$ cat src/rtl/xc_rf_wb_seq_if.sv
`default_nettype none
// ============================================================================
// Module      : xc_rf_wb_seq_if
// Description : Bundle between the execute-stage result producers, the
//               writeback sequencer and the register file write/forward
//               ports.
//               Producer side: in_valid/in_ready handshake plus
//                              in_pair, in_rd, in_wdata_lo, in_wdata_hi.
//               Register file side: rd_wen, rd_addr, rd_wdata (commit port)
//                              and fwd_wen, fwd_addr, fwd_wdata (pending
//                              high-half forward port).
//               master : the result producer / observer side
//               slave  : the sequencer (xc_rf_wb_seq)
// Revision    : 1.0 - initial release
// ============================================================================
interface xc_rf_wb_seq_if;
    logic        in_valid;
    logic        in_ready;
    logic        in_pair;
    logic [4:0]  in_rd;
    logic [31:0] in_wdata_lo;
    logic [31:0] in_wdata_hi;

    logic        rd_wen;
    logic [4:0]  rd_addr;
    logic [31:0] rd_wdata;

    logic        fwd_wen;
    logic [4:0]  fwd_addr;
    logic [31:0] fwd_wdata;

    modport master (
        output in_valid, in_pair, in_rd, in_wdata_lo, in_wdata_hi,
        input  in_ready,
        input  rd_wen, rd_addr, rd_wdata,
        input  fwd_wen, fwd_addr, fwd_wdata
    );

    modport slave (
        input  in_valid, in_pair, in_rd, in_wdata_lo, in_wdata_hi,
        output in_ready,
        output rd_wen, rd_addr, rd_wdata,
        output fwd_wen, fwd_addr, fwd_wdata
    );
endinterface
`default_nettype wire

$ cat src/rtl/xc_rf_wb_seq.sv
`default_nettype none
// ============================================================================
// Module      : xc_rf_wb_seq
// Description : Writeback sequencer. Accepts one execute result per
//               handshake (single 32-bit write or 64-bit register-pair
//               write) and serialises it onto the register file's single
//               write port. While the high half of a pair is waiting for
//               its write slot it is presented on the forwarding port.
// Ports       : clock  - sole clock, rising edge
//               resetn - synchronous, active-low reset
//               bus    - xc_rf_wb_seq_if.slave (producer handshake,
//                        rd_* commit port, fwd_* forward port)
// Config      : XC_RF_WB_PAIR_EN - when defined, pair writes and the
//               forward port are built; otherwise every accepted result is
//               a single write, fwd_* is tied to 0 and in_ready = resetn.
// Revision    : 1.0 - initial release
// ============================================================================
module xc_rf_wb_seq (
    input  wire logic         clock,
    input  wire logic         resetn,
    xc_rf_wb_seq_if.slave     bus
);

    // ------------------------------------------------------------------
    // Commit port registers
    // ------------------------------------------------------------------
    logic        r_rd_wen;
    logic [4:0]  r_rd_addr;
    logic [31:0] r_rd_wdata;

    logic        w_rd_wen_nxt;
    logic [4:0]  w_rd_addr_nxt;
    logic [31:0] w_rd_wdata_nxt;

    logic        w_ready;
    logic        w_accept;

`ifdef XC_RF_WB_PAIR_EN
    // ------------------------------------------------------------------
    // Pair support: state machine and forward port registers. The forward
    // registers double as the capture store for the pending high half;
    // they keep their value in the HI cycle, where the commit port reads
    // them back.
    // ------------------------------------------------------------------
    typedef enum logic [0:0] {
        ST_IDLE = 1'b0,
        ST_HI   = 1'b1
    } state_t;

    state_t      r_state;
    state_t      w_state_nxt;

    logic        r_fwd_wen;
    logic [4:0]  r_fwd_addr;
    logic [31:0] r_fwd_wdata;

    logic        w_fwd_wen_nxt;
    logic [4:0]  w_fwd_addr_nxt;
    logic [31:0] w_fwd_wdata_nxt;

    // Pair halves always target an even/odd register couple; in_rd[0]
    // plays no part.
    logic [4:0]  w_pair_lo_addr;
    logic [4:0]  w_pair_hi_addr;

    assign w_pair_lo_addr = {bus.in_rd[4:1], 1'b0};
    assign w_pair_hi_addr = {bus.in_rd[4:1], 1'b1};

    assign w_ready = resetn && (r_state == ST_IDLE);
`else
    // Pair inputs have no function in this build.
    logic w_unused_inputs;
    assign w_unused_inputs = ^{bus.in_pair, bus.in_wdata_hi};

    assign w_ready = resetn;
`endif

    assign w_accept = bus.in_valid && w_ready;

    // ------------------------------------------------------------------
    // Next-state / next-output logic. Address and data registers only
    // load when the corresponding enable is set, so a suppressed x0 write
    // leaves them holding the previous write.
    // ------------------------------------------------------------------
    always_comb begin
        w_rd_wen_nxt    = 1'b0;
        w_rd_addr_nxt   = r_rd_addr;
        w_rd_wdata_nxt  = r_rd_wdata;
`ifdef XC_RF_WB_PAIR_EN
        w_state_nxt     = r_state;
        w_fwd_wen_nxt   = 1'b0;
        w_fwd_addr_nxt  = r_fwd_addr;
        w_fwd_wdata_nxt = r_fwd_wdata;

        case (r_state)
            ST_IDLE: begin
                if (w_accept) begin
                    if (bus.in_pair) begin
                        // Low half commits next cycle unless it targets x0.
                        if (w_pair_lo_addr != 5'd0) begin
                            w_rd_wen_nxt   = 1'b1;
                            w_rd_addr_nxt  = w_pair_lo_addr;
                            w_rd_wdata_nxt = bus.in_wdata_lo;
                        end
                        // High half is odd, hence never x0: always captured
                        // and forwarded while the low half commits.
                        w_fwd_wen_nxt   = 1'b1;
                        w_fwd_addr_nxt  = w_pair_hi_addr;
                        w_fwd_wdata_nxt = bus.in_wdata_hi;
                        w_state_nxt     = ST_HI;
                    end else begin
                        if (bus.in_rd != 5'd0) begin
                            w_rd_wen_nxt   = 1'b1;
                            w_rd_addr_nxt  = bus.in_rd;
                            w_rd_wdata_nxt = bus.in_wdata_lo;
                        end
                    end
                end
            end
            ST_HI: begin
                // Commit the captured high half; the forward port drops.
                if (r_fwd_addr != 5'd0) begin
                    w_rd_wen_nxt   = 1'b1;
                    w_rd_addr_nxt  = r_fwd_addr;
                    w_rd_wdata_nxt = r_fwd_wdata;
                end
                w_state_nxt = ST_IDLE;
            end
            default: begin
                w_state_nxt = ST_IDLE;
            end
        endcase
`else
        if (w_accept && (bus.in_rd != 5'd0)) begin
            w_rd_wen_nxt   = 1'b1;
            w_rd_addr_nxt  = bus.in_rd;
            w_rd_wdata_nxt = bus.in_wdata_lo;
        end
`endif
    end

    // ------------------------------------------------------------------
    // State / output registers. Reset discards any pending high half.
    // ------------------------------------------------------------------
    always_ff @(posedge clock) begin
        if (!resetn) begin
            r_rd_wen    <= 1'b0;
            r_rd_addr   <= 5'd0;
            r_rd_wdata  <= 32'd0;
`ifdef XC_RF_WB_PAIR_EN
            r_state     <= ST_IDLE;
            r_fwd_wen   <= 1'b0;
            r_fwd_addr  <= 5'd0;
            r_fwd_wdata <= 32'd0;
`endif
        end else begin
            r_rd_wen    <= w_rd_wen_nxt;
            r_rd_addr   <= w_rd_addr_nxt;
            r_rd_wdata  <= w_rd_wdata_nxt;
`ifdef XC_RF_WB_PAIR_EN
            r_state     <= w_state_nxt;
            r_fwd_wen   <= w_fwd_wen_nxt;
            r_fwd_addr  <= w_fwd_addr_nxt;
            r_fwd_wdata <= w_fwd_wdata_nxt;
`endif
        end
    end

    // ------------------------------------------------------------------
    // Output drive
    // ------------------------------------------------------------------
    assign bus.in_ready  = w_ready;
    assign bus.rd_wen    = r_rd_wen;
    assign bus.rd_addr   = r_rd_addr;
    assign bus.rd_wdata  = r_rd_wdata;

`ifdef XC_RF_WB_PAIR_EN
    assign bus.fwd_wen   = r_fwd_wen;
    assign bus.fwd_addr  = r_fwd_addr;
    assign bus.fwd_wdata = r_fwd_wdata;
`else
    assign bus.fwd_wen   = 1'b0;
    assign bus.fwd_addr  = 5'd0;
    assign bus.fwd_wdata = 32'd0;
`endif

endmodule
`default_nettype wire
$ cat src/flat_wrapper.sv
// flat-port wrapper written by rule: the top's interface ports become plain ports
module xc_rf_wb_seq_flat 
  (clock, resetn, bus_in_valid, bus_in_pair, bus_in_rd, bus_in_wdata_lo, bus_in_wdata_hi, bus_in_ready, bus_rd_wen, bus_rd_addr, bus_rd_wdata, bus_fwd_wen, bus_fwd_addr, bus_fwd_wdata);
  xc_rf_wb_seq_if bus_i ();
  input  wire logic clock;
  input  wire logic resetn;
  input wire logic [$bits(bus_i.in_valid)-1:0] bus_in_valid;
  input wire logic [$bits(bus_i.in_pair)-1:0] bus_in_pair;
  input wire logic [$bits(bus_i.in_rd)-1:0] bus_in_rd;
  input wire logic [$bits(bus_i.in_wdata_lo)-1:0] bus_in_wdata_lo;
  input wire logic [$bits(bus_i.in_wdata_hi)-1:0] bus_in_wdata_hi;
  output wire logic [$bits(bus_i.in_ready)-1:0] bus_in_ready;
  output wire logic [$bits(bus_i.rd_wen)-1:0] bus_rd_wen;
  output wire logic [$bits(bus_i.rd_addr)-1:0] bus_rd_addr;
  output wire logic [$bits(bus_i.rd_wdata)-1:0] bus_rd_wdata;
  output wire logic [$bits(bus_i.fwd_wen)-1:0] bus_fwd_wen;
  output wire logic [$bits(bus_i.fwd_addr)-1:0] bus_fwd_addr;
  output wire logic [$bits(bus_i.fwd_wdata)-1:0] bus_fwd_wdata;
  assign bus_i.in_valid = bus_in_valid;
  assign bus_i.in_pair = bus_in_pair;
  assign bus_i.in_rd = bus_in_rd;
  assign bus_i.in_wdata_lo = bus_in_wdata_lo;
  assign bus_i.in_wdata_hi = bus_in_wdata_hi;
  assign bus_in_ready = bus_i.in_ready;
  assign bus_rd_wen = bus_i.rd_wen;
  assign bus_rd_addr = bus_i.rd_addr;
  assign bus_rd_wdata = bus_i.rd_wdata;
  assign bus_fwd_wen = bus_i.fwd_wen;
  assign bus_fwd_addr = bus_i.fwd_addr;
  assign bus_fwd_wdata = bus_i.fwd_wdata;
  xc_rf_wb_seq u_core (.clock(clock), .resetn(resetn), .bus(bus_i));
endmodule
$ cat config.mk
export PLATFORM = sky130hd
export DESIGN_NAME = xc_rf_wb_seq_flat
export DESIGN_NICKNAME = d
export VERILOG_FILES = /design/src/rtl/xc_rf_wb_seq_if.sv /design/src/rtl/xc_rf_wb_seq.sv /design/src/flat_wrapper.sv
export SDC_FILE = /design/constraint.sdc
export NUM_CORES = 1
export LEC_CHECK = 0
export BUFFER_PORTS_ARGS = -buffer_cell sky130_fd_sc_hd__buf_2
export CORE_MARGIN = 1.5
export CORE_UTILIZATION = 47
export DETAILED_ROUTE_END_ITERATION = 12
export HOLD_SLACK_MARGIN = 0.03
export PLACE_DENSITY = 0.87
export SYNTH_ARGS = -nofsm -noshare
export SYNTH_HDL_FRONTEND = slang
export SYNTH_SLANG_ARGS = --single-unit
$ cat constraint.sdc
create_clock -name clock -period 3.7 [get_ports clock]
set_input_delay 0.925 -clock clock [delete_from_list [all_inputs] [get_ports clock]]
set_output_delay 0.925 -clock clock [all_outputs]
set_load 0.05 [all_outputs]
# Word-level counts from Yosys, hierarchy flattened
# Index checks and enable logic that the tools add are counted.
totals:
  mem_bits_rw: 0
  latch_bits: 0
  mem_bits_ro: 0
  n_memories: 0
  elab_cells: 7
  regBits: 38
op_classes:
  shift: 0
  n_div: 0
  reduce_logical: 3
  n_addsub: 0
  n_mux: 1
  n_mul: 0
  magnitude_cmp: 0
  n_eq_ne: 0
  bitwise_logic: 0
ops:
  columns: ["operator", "count"]
  rows:
  - ["$reduce_bool 5->1", 1]
  - ["$logic_and 1x1->1", 2]
  - ["$mux 1", 1]

# Longest topological paths before layout
logic_depth:
  word_depth: 3
  mapped_depth: 6

# Least setup slack after synthesis
# Ideal clock, no wire load.
synth_timing:
  kind: "input to output"
  start: "input resetn"
  end: "output bus_in_ready"
  stages: 1
  path_buffers: 1
  setup_slack_ns: 1.680
  t_arrival_ns: 1.095
  path_cell_list: "buf_4"
synth_rtl:
  columns: ["item", "line", "source"]
  rows:
  - ["start, declared", "flat_wrapper.sv:6", "input wire logic resetn;"]
  - ["end, declared", "flat_wrapper.sv:12", "output wire logic [$bits(bus_i.in_ready)-1:0] bus_in_ready;"]
# No word-level cell between the ends.

# Worst setup path after layout
layout_timing:
  start: "input resetn"
  end: "output bus_in_ready"
# No word-level cell between the ends.

==> key figures <==
Finish
  – Fillers: 482
  – # diodes: 0
  – P&R area growth vs syn: 13.0%
  – Register Area: 761 um^2
  – Final instance area: 2750 um^2
  – Area occupied by multi-input gates: 1350 um^2
  – Layout net count: 419
  – Share of cells above drive strength 1: 26.2%

CTS
  – Number of setup buffers added after CTS: 0
  – CTS tree: yes
  – Clock Root Buffer: clkbuf_8
  – Hold-fix buffers, CTS: 0
  – H-tree level count: 2
  – Clock slew at reported path FFs: 80 ps
  – Clock buffer count from CTS: 5
  – Clk buf depth: 2
  – Later-pin clock latency in the skew report: 290 ps
  – Clock sink count: 38
  – # resized after CTS: 0

GRT
  – Vias in the first global route: 2,026
  – All-Layer GR Usage: 20.7%
  – First-pass GRT wire length: 9.13 mm
  – Initial antenna violation count: 0
  – Grt ovf: 0
  – Largest net degree at the start of global routing: 88

Place
  – I/O Buffers: 78
  – HPWL after DPL: 3.54 mm
  – Placed Area: 2640 um^2
  – GPL Wtd Cong: 0.739
  – Setup WS pre-CTS: 1160 ps

Setup path
  – RR Endpoint: u_core.bus.rd_wdata[27]
  – Critical Path RT: 2770 ps
  – Slowest CP cell: buf_4
  – Reg2reg start: u_core.bus.rd_wdata[27]
  – CP endpoint kind: primary output
  – CP delay by family, top: buffers and inverters
  – Worst Setup Start Kind: input pin
  – Worst path arrival time: 1630 ps
  – CP max FO: 50
  – Buf+Inv Stages, Crit Path: 2
  – Max stage delay on crit path: 350 ps
  – Crit path cell chain: buf_4 -> buf_2
  – FF-to-FF path depth: 2
  – R2R Setup Slk: 2990 ps
  – Crit Path Class: input pin to primary output

Logic synthesis
  – Synthesis-stage register bit count: 38
  – Top post-synthesis cells by area: dfxtp_1 31%, buf_4 12%, and4_1 12%, o211ai_1 9.9%, a31oi_1 8.2%
  – Post-synth EDFFs: 0
  – Mean area per synthesized cell: 8.17 um^2
  – Area leader, netlist: dfxtp_1
  – Yosys top cell area share: 31.2%
  – Synth warn: 0
  – Cells after Synth: 298
  – Post-synth ARST share: 0%
  – Netlist cell types: 21
  – Post-synth top flop: dfxtp_1
  – Synthesized area: 2440 um^2
  – Sequential area share after synthesis: 31.2%

Route
  – First DRT Iteration DRCs: 149
  – Overall routed net length: 5.79 mm
  – Routed WL per cell: 13.9 um
  – Vias: 2,430
  – DRC errors left: 0
  – Post-route ant nets: 0
  – Via density: 5.83
  – Detailed Routing Iterations Pass 1: 4

Min path
  – WHS Endpoint: u_core.bus.rd_addr[2]
  – Min-Delay Path Depth: 2
  – Hold Crit Start: u_core.bus.rd_addr[2]
  – Worst hold path class: flop to flop

Die
  – DIE AREA: 5620 um^2
  – Die Wd: 75.0 um
  – Core Region: 5040 um^2
  – Row count: 26
  – Die Y: 75.0 um
  – Initial core utilization: 48.3%
  – # IOs: 150

Timing
  – Final min period: 2560 ps
  – Final Cycle Share: 69.1%
  – Slew Limit Fails: 0
  – Worst slew margin: 43.1%
  – Least-Margin Pin Slew: 847 ps
  – Final worst slack: 1140 ps
  – Final setup viols: 0
  – TNS Setup: 0 ps
  – RSZ-0062 raised after global routing: false
  – Hold Vio Cnt, Final: 0
  – Fmax achieved: 391 MHz
  – Worst Skew: 0 ps

Flow run
  – Max-cap violations: 0

Pwr
  – Maximum vdd ir drop: 0.220 mV
  – Leakage: 1.13 nW
  – Pwr dens: 436 nW/um^2

Outcome
  – Status: completed
[cell usage in the layout (no fill, tap or decap), drive strengths merged]
master and count:
and4 32, conb 38, clkinv 1, o211ai 32, o41ai 1, clkbuf 6
nand4 32, nor3b 3, nor4 1, clkinvlp 1, a211oi 3, a21oi 4
nand3 34, inv 1, bufinv 1, a21boi 1, o21ai 1, a31oi 32
nand2 3, dfxtp 38, buf 82
[registers in the layout, summed over array words and instances, names as in the netlist]
name and flops:
u_core.bus.rd_addr 5, u_core.bus.rd_wdata 32, u_core.bus.rd_wen 1
[cells in the mapped netlist (3+ instances only)]
cell type,n
a211oi_1,3
a21oi_1,4
a31oi_1,32
and4_1,32
buf_2,12
buf_4,39
clkbuf_1,26
dfxtp_1,38
nand2_1,3
nand3_1,34
nand4_1,32
nor3b_1,3
o211ai_1,32
[worst max path at each step]
stage	from	endpoint	slack, ps	depth (start not counted)
6_report	resetn	bus_in_ready	1140	2
5_1_grt	resetn	bus_in_ready	1100	2
4_1_cts	resetn	bus_in_ready	1160	2
3_5_place_dp	resetn	bus_in_ready	1160	2
3_3_place_gp	resetn	bus_in_ready	1180	2
2_1_floorplan	resetn	bus_in_ready	1680	1
[logic make-up after synthesis]
| logic type | after synthesis | synth area share, % |
|---|---|---|
| simple gates | 105 | 29.0 |
| buf+inv | 80 | 19.0 |
| compound gates | 74 | 20.7 |
| flops | 38 | 31.2 |
| other cells | 1 | 0.154 |
[through the flow]
stage | power [W] | hold slack, ps | utilization [%] | cells
after global routing | 0.00125 | 496 | 54.6 | 417
after CTS | 0.00121 | 458 | 54.6 | 417
after floorplan | 0.000807 | 672 | - | 335
after global placement | 0.000845 | 440 | 52.4 | 409
after detailed placement | 0.000853 | 445 | 52.4 | 409
final | 0.00120 | 455 | 54.6 | 417
[area by class of cell]
| type | count | share of cell area [%] |
|---|---|---|
| clock buffers | 6 | 2.64 |
| flip-flops and latches | 38 | 27.6 |
| multi-input cells | 217 | 49.1 |
| repair buffers | 82 | 15.8 |
| clock inverters | 2 | 1.36 |
| well taps | 70 | 3.18 |
| inverters | 2 | 0.273 |
[worst reg2reg max path, delay by kind of cell, from the launching register on]
family          cells  cell delay [ps]
compound gates      2              230
flops               1              340
[power breakdown]
group	leakage (nW)	switching [W]	internal (W)
Sequential	0.315	0.0000246	0.000444
Combinational	0.765	0.000302	0.0000745
Clock	0.0514	0.000154	0.000201
Total	1.13	0.000480	0.000720
[layer usage]
layer	GRT usage (%)	part of all wire, %	vias up
met4	8.48	1.5	0
met1	27.0	45	1135
met3	5.62	6.2	8
met2	32.4	47	93
li1	-	-	1194
met5	0	0	-
(Power assumes the default switching activity.)
